### src/rtl/pe_ctrl_pkg.sv
// Shared types and packet field helpers for the PE packet controller.
// Packet layout, MSB first: {type[1:0], addr[ADDR_W], ifmap field, filter field}.
package pe_ctrl_pkg;

  typedef enum logic [1:0] {
    PKT_IFMAP = 2'b00,
    PKT_FULL  = 2'b01,
    PKT_PSUM  = 2'b10,
    PKT_RSVD  = 2'b11
  } pkt_type_e;

  typedef enum logic [2:0] {
    StIdle,
    StLoadF,
    StLoadI,
    StStart,
    StWaitPsum,
    StSend,
    StWaitDone
  } state_e;

  function automatic int unsigned field_w(input int unsigned depth, input int unsigned width);
    return depth * width;
  endfunction

  // The ifmap field sits directly above the filter field.
  function automatic int unsigned ifmap_lsb(input int unsigned ff_w);
    return ff_w;
  endfunction

  function automatic int unsigned addr_lsb(input int unsigned fi_w, input int unsigned ff_w);
    return fi_w + ff_w;
  endfunction

  function automatic int unsigned type_lsb(input int unsigned addr_w, input int unsigned fi_w,
                                           input int unsigned ff_w);
    return addr_w + fi_w + ff_w;
  endfunction

  function automatic int unsigned pkt_width(input int unsigned addr_w, input int unsigned fi_w,
                                            input int unsigned ff_w);
    return 2 + addr_w + fi_w + ff_w;
  endfunction

endpackage

### src/rtl/pe_pkt_build.sv
// Combinational formatter for outbound psum packets.
// Ports:
//   psum - partial sum, zero-extended into the filter field
//   col  - output column tag, placed with OUT_ROW (zero-extended) in the ifmap field
//   pkt  - complete packet: {PKT_PSUM, TARGET_ADDR, {OUT_ROW, col}, psum}
module pe_pkt_build
  import pe_ctrl_pkg::*;
#(
  parameter int unsigned       PSUM_W      = 8,
  parameter int unsigned       ADDR_W      = 8,
  parameter int unsigned       ROW_W       = 2,
  parameter int unsigned       COL_W       = 2,
  parameter int unsigned       FI_W        = 5,
  parameter int unsigned       FF_W        = 24,
  parameter logic [ADDR_W-1:0] TARGET_ADDR = 8'h04,
  parameter logic [ROW_W-1:0]  OUT_ROW     = 2'b01,
  localparam int unsigned      PKT_W       = pkt_width(ADDR_W, FI_W, FF_W)
) (
  input  logic [PSUM_W-1:0] psum,
  input  logic [COL_W-1:0]  col,
  output logic [PKT_W-1:0]  pkt
);

  localparam int unsigned TypeLsb  = type_lsb(ADDR_W, FI_W, FF_W);
  localparam int unsigned AddrLsb  = addr_lsb(FI_W, FF_W);
  localparam int unsigned IfmapLsb = ifmap_lsb(FF_W);

  always_comb begin
    pkt = '0;
    pkt[TypeLsb +: 2]              = PKT_PSUM;
    pkt[AddrLsb +: ADDR_W]         = TARGET_ADDR;
    pkt[IfmapLsb +: ROW_W + COL_W] = {OUT_ROW, col};
    pkt[0 +: PSUM_W]               = psum;
  end

endmodule

### src/rtl/pe_ctrl_sync.sv
// PE packet controller: unpacks an inbound NoC packet into the PE filter/ifmap
// memories, starts the PE, then wraps each psum into an outbound packet.
// Ports:
//   pkt_in_*   - inbound packet handshake and data
//   pkt_out_*  - outbound psum packet handshake and data
//   f_*, i_*   - filter / ifmap memory write ports
//   pe_start   - one-cycle PE start pulse
//   psum_*     - psum handshake from the PE; pe_done - PE completion pulse
//   drop_cnt   - saturating count of discarded (type 10/11) packets
// Every output is a register loaded from the next-state values, so outputs line up
// with the state they belong to without any combinational input-to-output path.
module pe_ctrl_sync
  import pe_ctrl_pkg::*;
#(
  parameter int unsigned       WIDTH_I     = 1,
  parameter int unsigned       WIDTH_F     = 8,
  parameter int unsigned       DEPTH_I     = 5,
  parameter int unsigned       DEPTH_F     = 3,
  parameter int unsigned       PSUM_W      = 8,
  parameter int unsigned       ADDR_W      = 8,
  parameter int unsigned       ROW_W       = 2,
  parameter int unsigned       COL_W       = 2,
  parameter logic [ADDR_W-1:0] TARGET_ADDR = 8'h04,
  parameter logic [ROW_W-1:0]  OUT_ROW     = 2'b01,
  localparam int unsigned      PKT_W       = pkt_width(ADDR_W, field_w(DEPTH_I, WIDTH_I),
                                                       field_w(DEPTH_F, WIDTH_F)),
  localparam int unsigned      FA_W        = $clog2(DEPTH_F),
  localparam int unsigned      IA_W        = $clog2(DEPTH_I)
) (
  input  logic               clk,
  input  logic               rst_n,
  input  logic               pkt_in_valid,
  output logic               pkt_in_ready,
  input  logic [PKT_W-1:0]   pkt_in_data,
  output logic               pkt_out_valid,
  input  logic               pkt_out_ready,
  output logic [PKT_W-1:0]   pkt_out_data,
  output logic               f_we,
  output logic [FA_W-1:0]    f_addr,
  output logic [WIDTH_F-1:0] f_wdata,
  output logic               i_we,
  output logic [IA_W-1:0]    i_addr,
  output logic [WIDTH_I-1:0] i_wdata,
  output logic               pe_start,
  input  logic               psum_valid,
  output logic               psum_ready,
  input  logic [PSUM_W-1:0]  psum_data,
  input  logic               pe_done,
  output logic [7:0]         drop_cnt
);

  localparam int unsigned FI_W    = field_w(DEPTH_I, WIDTH_I);
  localparam int unsigned FF_W    = field_w(DEPTH_F, WIDTH_F);
  localparam int unsigned ADDR_LO = addr_lsb(FI_W, FF_W);
  localparam int unsigned TYPE_LO = type_lsb(ADDR_W, FI_W, FF_W);
  localparam int unsigned N_OUT   = DEPTH_I - DEPTH_F + 1;
  localparam int unsigned IDX_W   = $clog2(N_OUT + 1);
  localparam int unsigned CNT_W   = (IA_W > FA_W) ? IA_W : FA_W;

  state_e                 state_q, state_d;
  logic [CNT_W-1:0]       cnt_q, cnt_d;
  logic [IDX_W-1:0]       idx_q, idx_d;
  logic [PSUM_W-1:0]      psum_q, psum_d;
  logic                   done_q, done_d;
  logic [7:0]             drop_d;
  logic [FI_W+FF_W-1:0]   fields_q, fields_d;
  logic [WIDTH_F-1:0]     f_elem;
  logic [WIDTH_I-1:0]     i_elem;
  logic [COL_W-1:0]       col;
  logic [PKT_W-1:0]       built_pkt;
  pkt_type_e              in_type;
  logic                   unused_addr;

  assign in_type     = pkt_type_e'(pkt_in_data[TYPE_LO +: 2]);
  // The inbound destination address is already resolved by the NoC.
  assign unused_addr = ^pkt_in_data[ADDR_LO +: ADDR_W];

  always_comb begin
    state_d  = state_q;
    cnt_d    = cnt_q;
    idx_d    = idx_q;
    psum_d   = psum_q;
    done_d   = done_q;
    drop_d   = drop_cnt;
    fields_d = fields_q;
    unique case (state_q)
      StIdle: begin
        if (pkt_in_valid && pkt_in_ready) begin
          fields_d = pkt_in_data[FI_W+FF_W-1:0];
          cnt_d    = '0;
          unique case (in_type)
            PKT_FULL:  state_d = StLoadF;
            PKT_IFMAP: state_d = StLoadI;
            default: begin
              if (drop_cnt != 8'hFF) drop_d = drop_cnt + 8'd1;
            end
          endcase
        end
      end
      StLoadF: begin
        if (cnt_q == CNT_W'(DEPTH_F - 1)) begin
          state_d = StLoadI;
          cnt_d   = '0;
        end else begin
          cnt_d = cnt_q + CNT_W'(1);
        end
      end
      StLoadI: begin
        if (cnt_q == CNT_W'(DEPTH_I - 1)) state_d = StStart;
        else                              cnt_d   = cnt_q + CNT_W'(1);
      end
      StStart: begin
        idx_d   = '0;
        state_d = StWaitPsum;
      end
      StWaitPsum: begin
        if (pe_done) done_d = 1'b1;
        if (psum_valid && psum_ready) begin
          psum_d  = psum_data;
          state_d = StSend;
        end
      end
      StSend: begin
        if (pe_done) done_d = 1'b1;
        if (pkt_out_valid && pkt_out_ready) begin
          idx_d   = idx_q + IDX_W'(1);
          state_d = (idx_d == IDX_W'(N_OUT)) ? StWaitDone : StWaitPsum;
        end
      end
      StWaitDone: begin
        if (pe_done || done_q) begin
          done_d  = 1'b0;
          state_d = StIdle;
        end
      end
      default: state_d = StIdle;
    endcase
  end

  // Element 0 of each field occupies its MSBs.
  always_comb begin
    f_elem = '0;
    for (int k = 0; k < int'(DEPTH_F); k++) begin
      if (cnt_d == CNT_W'(k)) f_elem = fields_d[(int'(DEPTH_F) - 1 - k) * WIDTH_F +: WIDTH_F];
    end
  end

  always_comb begin
    i_elem = '0;
    for (int k = 0; k < int'(DEPTH_I); k++) begin
      if (cnt_d == CNT_W'(k)) begin
        i_elem = fields_d[FF_W + (int'(DEPTH_I) - 1 - k) * WIDTH_I +: WIDTH_I];
      end
    end
  end

  // Column tag wraps naturally by truncation to COL_W.
  assign col = COL_W'(idx_q + IDX_W'(1));

  pe_pkt_build #(
    .PSUM_W      (PSUM_W),
    .ADDR_W      (ADDR_W),
    .ROW_W       (ROW_W),
    .COL_W       (COL_W),
    .FI_W        (FI_W),
    .FF_W        (FF_W),
    .TARGET_ADDR (TARGET_ADDR),
    .OUT_ROW     (OUT_ROW)
  ) u_build (
    .psum (psum_d),
    .col  (col),
    .pkt  (built_pkt)
  );

  always_ff @(posedge clk or negedge rst_n) begin
    if (!rst_n) begin
      state_q       <= StIdle;
      cnt_q         <= '0;
      idx_q         <= '0;
      psum_q        <= '0;
      done_q        <= 1'b0;
      fields_q      <= '0;
      drop_cnt      <= '0;
      pkt_in_ready  <= 1'b0;
      pkt_out_valid <= 1'b0;
      pkt_out_data  <= '0;
      f_we          <= 1'b0;
      f_addr        <= '0;
      f_wdata       <= '0;
      i_we          <= 1'b0;
      i_addr        <= '0;
      i_wdata       <= '0;
      pe_start      <= 1'b0;
      psum_ready    <= 1'b0;
    end else begin
      state_q       <= state_d;
      cnt_q         <= cnt_d;
      idx_q         <= idx_d;
      psum_q        <= psum_d;
      done_q        <= done_d;
      fields_q      <= fields_d;
      drop_cnt      <= drop_d;
      pkt_in_ready  <= (state_d == StIdle);
      pkt_out_valid <= (state_d == StSend);
      f_we          <= (state_d == StLoadF);
      f_addr        <= (state_d == StLoadF) ? cnt_d[FA_W-1:0] : '0;
      f_wdata       <= (state_d == StLoadF) ? f_elem : '0;
      i_we          <= (state_d == StLoadI);
      i_addr        <= (state_d == StLoadI) ? cnt_d[IA_W-1:0] : '0;
      i_wdata       <= (state_d == StLoadI) ? i_elem : '0;
      pe_start      <= (state_d == StStart);
      psum_ready    <= (state_d == StWaitPsum);
      // Loaded on entry to SEND and left alone while the packet waits for ready.
      if (state_d == StSend) pkt_out_data <= built_pkt;
    end
  end

endmodule
### config.mk
export PLATFORM = sky130hd
export DESIGN_NAME = pe_ctrl_sync
export DESIGN_NICKNAME = d
export VERILOG_FILES = /design/src/rtl/pe_ctrl_pkg.sv /design/src/rtl/pe_pkt_build.sv /design/src/rtl/pe_ctrl_sync.sv
export SDC_FILE = /design/constraint.sdc
export NUM_CORES = 1
export LEC_CHECK = 0
export ABC_AREA = 1
export CAP_MARGIN = 10
export CELL_PAD_IN_SITES_DETAIL_PLACEMENT = 0
export CELL_PAD_IN_SITES_GLOBAL_PLACEMENT = 1
export CORE_AREA = 5 5 124 126
export DETAILED_ROUTE_END_ITERATION = 8
export DIE_AREA = 0 0 129 131
export GPL_TIMING_DRIVEN = 0
export HOLD_SLACK_MARGIN = 0.06
export PLACE_DENSITY = 0.69
export SLEW_MARGIN = 20
export SYNTH_ARGS = -nofsm -noshare
export SYNTH_HDL_FRONTEND = slang
export SYNTH_SLANG_ARGS = --single-unit
### constraint.sdc
create_clock -name clk -period 2.2 [get_ports clk]
set_clock_uncertainty 0.2 [all_clocks]
set_input_delay 0.44 -clock clk [delete_from_list [all_inputs] [get_ports clk]]
set_output_delay 0.44 -clock clk [all_outputs]
set_load 0.1 [all_outputs]
# After elaboration in Yosys (flattened, before gate mapping)
# Cells that the tools add are included.
# classes
add_sub_neg	3
reduce_logical	15
eq_ne	23
n_bitwise	1
n_mux	34
# ops
op	n
$mux 29	2
$mux 8	6
$mux 3	10
$eq 3x2->1 const B	7
$eq 3x3->1 const B	7
$pmux 3 s7	1
$eq 3x1->1 const B	3
$logic_not 3->1	3
$pmux 3 s3	1
$add 8x1->8 const B	1
$mux 1	8
$ne 8x8->1 const B	1
$mux 2	3
$pmux 3 s2	1
$ne 2x2->1 const B	2
$pmux 2 s2	1
$reduce_and 4->1	1
$reduce_bool 2->1	2
$reduce_or 2->1	2
$add 3x1->3 const B	1
$logic_and 1x1->1	3
$reduce_and 3->1	1
$add 2x1->2 const B	1
$eq 2x1->1 const B	1
other kinds (7)	7
# totals
input_bits	53
reg_bits	85
out_inout_bits	67
elab_cells	94

# Logic depth before layout (Yosys ltp)
# Gate-level depths: netlist (run 1).
# logic_depth
depth_word	10
depth_mapped	13

# Modules after synthesis
# Synthesis (run 1) repeated with hierarchy kept, for this count alone.
# hier_totals
cells_unflattened	505
area_unflattened_um2	5123.7
# by_module_without_submodules
mod	cells_per_inst	area_per_inst_um2	n_inst
pe_ctrl_sync	464	4823.4	1
pe_pkt_build	41	300.3	1

# Worst setup path after synthesis (run 1)
# OpenSTA, ideal clock, no wires.
# synth_timing
path_kind	flip-flop to flip-flop
startpoint	register pkt_in_ready
endpoint	register f_wdata[6]
stages_incl_launch_ff	11
n_path_buf	1
slack_ns	-0.220
t_arrival_ns	2.094
setup_time_ns	0.126
period_less_slack_ns	2.420
path_cell_list	dfrtp_1 -> nand2_1 -> nand2_1 -> nand2_1 -> nand2_1 -> nand3_4 -> a21oi_2 -> nand2_2 -> buf_6 -> o21ai_1 -> a31oi_1
# synth_via
elab_chain_cells	8
elab_cells_between_ends	15
# synth_lines
item	line	text
from (decl)	pe_ctrl_sync.sv:33	output logic pkt_in_ready,
from (signal assigned)	pe_ctrl_sync.sv:203	pkt_in_ready <= (state_d == StIdle);
$logic_and 1x1->1 (*)	pe_ctrl_sync.sv:88	if (pkt_in_valid && pkt_in_ready) begin
$mux 3 (*)	pe_ctrl_sync.sv:88	
$pmux 3 s3 (*)	pe_ctrl_sync.sv:86	unique case (state_q)
net cnt_d[2]	pe_ctrl_sync.sv:61	logic [CNT_W-1:0] cnt_q, cnt_d;
$logic_not 3->1	pe_ctrl_sync.sv:144	if (cnt_d == CNT_W'(k)) f_elem = fields_d[(int'(DEPTH_F) - 1 - k) * WIDTH_F +: WIDTH_F];
$mux 8 (2 in a row)	pe_ctrl_sync.sv:144	
$mux 8 (*)	pe_ctrl_sync.sv:144	
$mux 8 (*)	pe_ctrl_sync.sv:207	f_wdata <= (state_d == StLoadF) ? f_elem : '0;
to (signal assigned)	pe_ctrl_sync.sv:207	
to (decl)	pe_ctrl_sync.sv:40	output logic [WIDTH_F-1:0] f_wdata,
# The timed path passes the listed nets; every way through them passes the cells marked *.
# A chain may end at the register's enable or synchronous reset.

# Worst setup path after layout (run 1)
# layout_timing
startpoint	register f_wdata[0]
endpoint	output f_wdata[0]
# No word-level cell between the ends.

==> run_results.csv, run 1 <==
group,metric,value,unit
run_status,status,"complete, no violations",
sta,min_period,2.17,ns
synthesis,post_synth_most_frequent_cells,"131 x nand2_1, 85 x dfrtp_1, 37 x inv_1, 29 x buf_4, 25 x nand3_1",
sta,setup_violations,0,
final_layout,layout.nets,642,
critical_path,crit_chain,"dlygate4sd2_1",
hold_path,min_path_type,"reg -> reg",
cts,clock_path_buffers,2,
place,gpl.final_weighted_congestion,0.814,
sta,rsz0062_at_grt,"true",
synthesis,main_synth_ff_type,"dfrtp_1",
synthesis,netlist.area_leader.share,52.9,%
grt,grt_start_max_net_pins,45,
detailed_routing,postRouteAntennaNets,0,
final_layout,antenna-diode-count,0,
synthesis,post-synth-top-area-cell,"dfrtp_1",
hold_path,worst_hold_path.num_cells,2,
critical_path,cp_data_required_time,1.56,ns
detailed_routing,routed_via_density,4.21,
critical_path,crit_path_max_fanout,1,
detailed_routing,drt-initial-drc-count,160,
critical_path,cpMaxStageDelayCell,"dlygate4sd2_1",
detailed_routing,wl_per_cell,13.9,um
die,die_height,131,um
pwr,power.leakage,2.87,nW
critical_path,worst_reg_to_reg_setup_slack,0.05,ns
cts,numCtsBuffers,9,
final_layout,area_growth_syn_to_layout,45.9,%
die,die_area,16900,um2
critical_path,cp_top_family,"buffers and inverters",
die,boundary_pin_count,120,
synthesis,synth_area_leaders,"dfrtp_1 53%, nand2_1 12%, buf_4 5.4%",
detailed_routing,via_count,3257,
pwr,power_per_cell_area,1580,nW/um2
critical_path,buffers_inverters_on_critical_path,1,
final_layout,drive_above_1_share,29.0,%
sta,tightest_slew,0.962,ns
detailed_routing,postRouteWirelength,10.7,mm
die,starting_density_of_the_core,28.3,%
critical_path,worst_r2r_startpoint,"cnt_q[0]",
sta,final_max_slew_viol_count,0,
hold_path,timing.hold.worst_endpoint,"fields_q[4]",
cts,cts_max_level,3,
critical_path,worstSetupEndpointType,"primary output",
grt,grt_overflow_total,0,
grt,antenna_found_initial,0,
sta,layout_worst_path_cycle_share,98.5,%
critical_path,crit_path_start_kind,"register",
synthesis,gate_count_after_technology_mapping,444,
grt,number_of_global_route_vias_before_repair,3196,
sta,min_hold_slack,0.273,ns
critical_path,timing.rr.end,"f_wdata[0]",
critical_path,critical_path_cell_count,1,
final_layout,final_util,41.3,%
detailed_routing,drt_pre_antenna_iters,4,
cts,clk_latency,0.35,ns
hold_path,holdCritStartpoint,"fields_q[4]",
sta,relSlewSlack,36.1,%
grt,grt_pass1_wl,16.4,mm
synthesis,synth_area_per_cell,9.06,um2
die,dieWidth,129,um
critical_path,path_class,"reg -> out",
place,io_buffers,85,
cts,cts.reportedPaths.clkPinSlew,0.07,ns
die,coreArea,14200,um2
sta,hold_viol_final,0,
cts,clk_root_buffer_cell,"clkbuf_16",
flow_run,maxCapViolations,0,
final_layout,filler_cell_count,1434,
pwr,irDropWorstVdd,0.000784,V
critical_path,critical-path-max-stage-delay,0.85,ns
sta,max_freq,0.462,GHz
die,row_count,44,
synthesis,mappedNetlistArea,4020,um2
synthesis,yosys.cell_count.top_type,"nand2_1",
synthesis,yosysUniqueCellTypes,36,
synthesis,yosys_register_bits,85,
critical_path,cp.arrival,1.53,ns
cts,tritoncts,"done",
detailed_routing,remaining_drcs,0,
place,detailed_place_hpwl,7.52,mm
synthesis,ys_warn_count,0,
critical_path,reg2regPathDepth,13,
grt,grt.total_usage,12.6,%
cts,cts_num_sinks,85,
synthesis,synth_edf_count,0,
synthesis,seq_area_frac_synth,52.9,%
synthesis,ys_async_sr_fraction,100,%
how the worst max path moves through the flow:
stage,from,end
after floorplan,drop_cnt[2],drop_cnt[7]
after global routing,cnt_q[0],f_wdata[5]
final,f_wdata[0],f_wdata[0]
after global placement,rst_n,psum_ready
after detailed placement,pkt_in_valid,f_wdata[0]
after CTS,f_addr[0],f_addr[0]
metrics by stage:
| stage | std cells | TNS, ns | cell area (um2) | setup WS [ns] | power (mW) |
|---|---|---|---|---|---|
| final | 773 | 0 | 5870 | 0.0332 | 9.26 |
| after CTS | 763 | 0 | 5650 | 0.000431 | 8.87 |
| after global placement | 738 | -233.94 | 5200 | -2.97 | 6.96 |
| after detailed placement | 739 | -7.87 | 5220 | -0.361 | 7.01 |
| after global routing | 773 | -0.275 | 5870 | -0.0578 | 9.83 |
| after floorplan | 469 | 0 | 4120 | 0.00122 | 5.86 |
cell type report:
| cell class | instances | area [um2] | area share, % |
|---|---|---|---|
| Multi-Input combinational cell | 307 | 1760 | 29.9 |
| Clock buffer | 10 | 229 | 3.90 |
| Inverter | 43 | 173 | 2.94 |
| Tap cell | 184 | 230 | 3.92 |
| Timing Repair Buffer | 103 | 1000 | 17.1 |
| Clock inverter | 6 | 71.3 | 1.22 |
| Buffer | 35 | 267 | 4.54 |
| Sequential cell | 85 | 2140 | 36.5 |
worst min-delay path: cells and delay by family (launching register included):
kind / cells / cell delay (ns)
flops: 1 / 0.32
simple gates: 2 / 0.11
flip-flops by register name, summed over array words and instances, names as in the netlist:
register       count
f_addr             2
f_we               1
pkt_in_ready       1
fields_q          29
cnt_q              3
i_we               1
pkt_out_data      11
idx_q              2
pkt_out_valid      1
drop_cnt           8
psum_q             8
psum_ready         1
f_wdata            8
pe_start           1
i_wdata            1
i_addr             3
done_q             1
state_q            3
routing by layer:
metal	vias up	global-route usage, %	part of all wire, %
li1	1649	-	-
met1	1508	17.1	46
met2	83	19.0	46
met3	17	3.74	5.7
met4	0	5.00	2.1
met5	-	0	0
power breakdown:
part	internal, mW	switching (mW)	leakage [nW]
Combinational	1.54	3.71	1.66
Clock	0.893	0.668	0.145
Sequential	2.13	0.308	1.07
layout by cell type, fill, tap and decap left out, drive strengths merged:
cell           netlist  layout
conb                 1      26
bufinv               0       1
clkdlybuf4s15        0      24
nand4                5       5
nor2                31      32
or2                 10      10
clkinv               2       2
buf                 33      51
clkinvlp             0       2
ha                   5       5
dfrtp               85      85
xor2                 5       5
clkbuf               2      20
inv                 41      44
nand3               29      29
o22ai                1       1
mux2i                1       1
clkdlybuf4s50        0      43
dlygate4sd2          0       9
a31oi               17      17
xnor2                2       2
a21oi                8       8
nor3                 5       5
nand2              137     137
dlygate4sd3          0       1
o21ai               24      24
timing repair:
| item | in CTS | in global routing |
|---|---|---|
| hold buffers | 1 | 0 |
| setup endpoints to repair | 64 | 35 |
| gates resized for setup | 101 | 52 |
| setup buffers | 6 | 9 |
| pin swaps | 5 | 8 |
| gates cloned | 1 | 1 |
| hold endpoints to repair | 41 | 0 |
cell families (layout without fill, tap and decap cells):
family          after synthesis  in the layout  synth area share [%]
compound gates               50             50                  7.34
xor+xnor                      7              7                  1.52
fa+ha+maj                     5              5                  1.56
buf+inv                      78            197                  10.5
flops                        85             85                  52.9
mux                           1              1                 0.249
other cells                   1             26                0.0933
simple gates                217            218                  25.9
Power figures use the tool's default switching activity.
==> run 2: changes to the inputs <==
--- a/config.mk
+++ b/config.mk
@@ -15,7 +15,9 @@
 export GPL_TIMING_DRIVEN = 0
 export HOLD_SLACK_MARGIN = 0.06
 export PLACE_DENSITY = 0.69
+export SKIP_CTS_REPAIR_TIMING = 1
 export SLEW_MARGIN = 20
 export SYNTH_ARGS = -nofsm -noshare
 export SYNTH_HDL_FRONTEND = slang
 export SYNTH_SLANG_ARGS = --single-unit
+export TNS_END_PERCENT = 100
==> run 2 against run 1 <==
- the run now ends with negative setup slack left
- combinational power is 1% higher
- flip-flop and latch count is the same
- wire length up 1.1%
- global-route usage shrank 0.23 points
- highest routed layer unchanged
- via count is 0.31% higher
- die area stayed put
- largest cell class unchanged
- clock power about the same
==> run_results.csv, run 2 (same netlist as run 1, synthesis figures left out) <==
group,metric,value,unit
pwr,power_frac_seq,26.1,%
detailed_routing,postRouteWirelength,10.9,mm
grt,grt_start_max_net_pins,45,
pwr,cell_internal_pwr,4.65,mW
cts,cts.reportedPaths.clkPinSlew,0.07,ns
grt,grt_pass1_wl,16.2,mm
cts,clock_path_buffers,2,
sta,setup_violations,2,
cts,numCtsBuffers,9,
sta,post-route-worst-setup-slack,-0.0117,ns
sta,fin_tns_setup,-0.0172,ns
sta,min_period,2.21,ns
pwr,switching_share,50.0,%
die,starting_density_of_the_core,28.3,%
cts,clk_latency,0.35,ns
final_layout,layout.nets,644,
pwr,power.leakage,3.31,nW
final_layout,antenna-diode-count,0,
hold_path,min_path_type,"reg -> reg",
cts,cts_max_level,3,
final_layout,largest_reg_flops,29,
place,placed_cells_incl_taps,739,
grt,number_of_global_route_vias_before_repair,3132,
run_status,violations,"negative setup slack",
die,die_height,131,um
detailed_routing,drt_pre_antenna_iters,4,
detailed_routing,postRouteAntennaNets,0,
sta,tightest_slew,1.01,ns
pwr,fin_total_pwr,9.30,mW
place,detailed_place_hpwl,7.52,mm
pwr,irDropWorstVdd,0.000797,V
place,io_buffers,85,
sta,relSlewSlack,32.6,%
detailed_routing,wl_per_cell,14.0,um
critical_path,cp_data_required_time,2.27,ns
pwr,share_clk_of_total_power,16.8,%
sta,rsz0062_at_grt,"true",
final_layout,drive_above_1_share,25.5,%
grt,grt.total_usage,12.4,%
pwr,power.share.combinational,57.1,%
pwr,power.net_switching,4.65,mW
critical_path,worstSetupEndpointType,"register",
final_layout,mostFrequentLayoutCell,"nand2_1",
die,coreArea,14200,um2
die,die_area,16900,um2
final_layout,final_util,41.7,%
die,boundary_pin_count,120,
final_layout,final-instance-count-excl-fill,775,
sta,layout_worst_path_cycle_share,101,%
detailed_routing,via_count,3267,
grt,grt_overflow_total,0,
final_layout,area_growth_syn_to_layout,47.4,%
die,row_count,44,
grt,antenna_found_initial,0,
detailed_routing,remaining_drcs,0,
cts,cts_num_sinks,85,
final_layout,top_regs,"fields_q (29), pkt_out_data (11)",
place,gpl.final_weighted_congestion,0.814,
critical_path,crit_path_max_fanout,5,
critical_path,cp.arrival,2.28,ns
sta,hold_viol_final,0,
pwr,power_per_cell_area,1570,nW/um2
cts,tritoncts,"done",
final_layout,most_frequent_cells_in_the_layout,"121 x nand2_1, 76 x dfrtp_1, 44 x buf_4",
run_status,status,"finished with violations",
die,dieWidth,129,um
detailed_routing,routed_via_density,4.22,
sta,final_max_slew_viol_count,0,
sta,max_freq,0.452,GHz
final_layout,regMostFlops,"fields_q",
cts,clk_root_buffer_cell,"clkbuf_16",
detailed_routing,drt-initial-drc-count,188,
critical_path,crit_path_start_kind,"register",
critical_path,path_class,"reg -> reg",
flow_run,maxCapViolations,0,
run 2: path summary, 6_finish.rpt:
check / start / endpoint / slack, ns / cells after the start
max: cnt_q[0] / f_wdata[3] / -0.01 / 11
max reg2reg: cnt_q[0] / f_wdata[3] / -0.01 / 11
max in group asynchronous: rst_n / cnt_q[0] / 0.73 / 3
min: fields_q[4] / fields_q[4] / 0.27 / 2
min reg2reg: fields_q[4] / fields_q[4] / 0.27 / 2
min in group asynchronous: rst_n / drop_cnt[2] / 0.43 / 2
run 2: power by group through the flow:
stage               logic [mW]  clock network (mW)  registers [mW]
detailed placement        4.58                   0            2.43
CTS                       4.60                1.61            2.41
finish                    5.31                1.56            2.43
floorplan                 1.99                   0            3.87
global route              5.70                1.68            2.49
global placement          4.53                   0            2.43
run 2: per-layer routing:
metal,wire length [um],up-vias,GRT usage (%)
met1,4970,1516,16.9
met4,145,0,5.00
met5,0,-,0
li1,-,1651,-
met2,5080,89,18.4
met3,664,11,3.74
run 2: cell type report:
| type | count | area, um2 |
|---|---|---|
| tap | 184 | 230 |
| fill | 1434 | 8280 |
| timing repair buffer | 104 | 1100 |
| sequential | 85 | 2140 |
| multi-input combinational | 308 | 1720 |
| clock buffer | 10 | 229 |
| clock inverter | 6 | 71.3 |
| buffer | 35 | 265 |
| inverter | 43 | 173 |
run 2: worst max-delay path, stage by stage, from the launching register on:
cell and delay (ns):
dfrtp_2 0.44, inv_4 0.05, ha_1 0.19, inv_1 0.10, nor2_4 0.06, buf_4 0.15
a21oi_2 0.18, nand4_4 0.14, buf_4 0.19, nor2_4 0.17, o21ai_0 0.10, a31oi_1 0.15
run 2: per-stage QoR:
step	worst slack (ns)	hold slack [ns]	area (um2)
2_1_floorplan	0.00122	-0.0556	4120
3_3_place_gp	-2.97	0.249	5200
3_5_place_dp	-0.361	0.252	5220
4_1_cts	-0.434	-0.100	5520
5_1_grt	-0.117	0.282	5930
6_report	-0.0117	0.266	5930
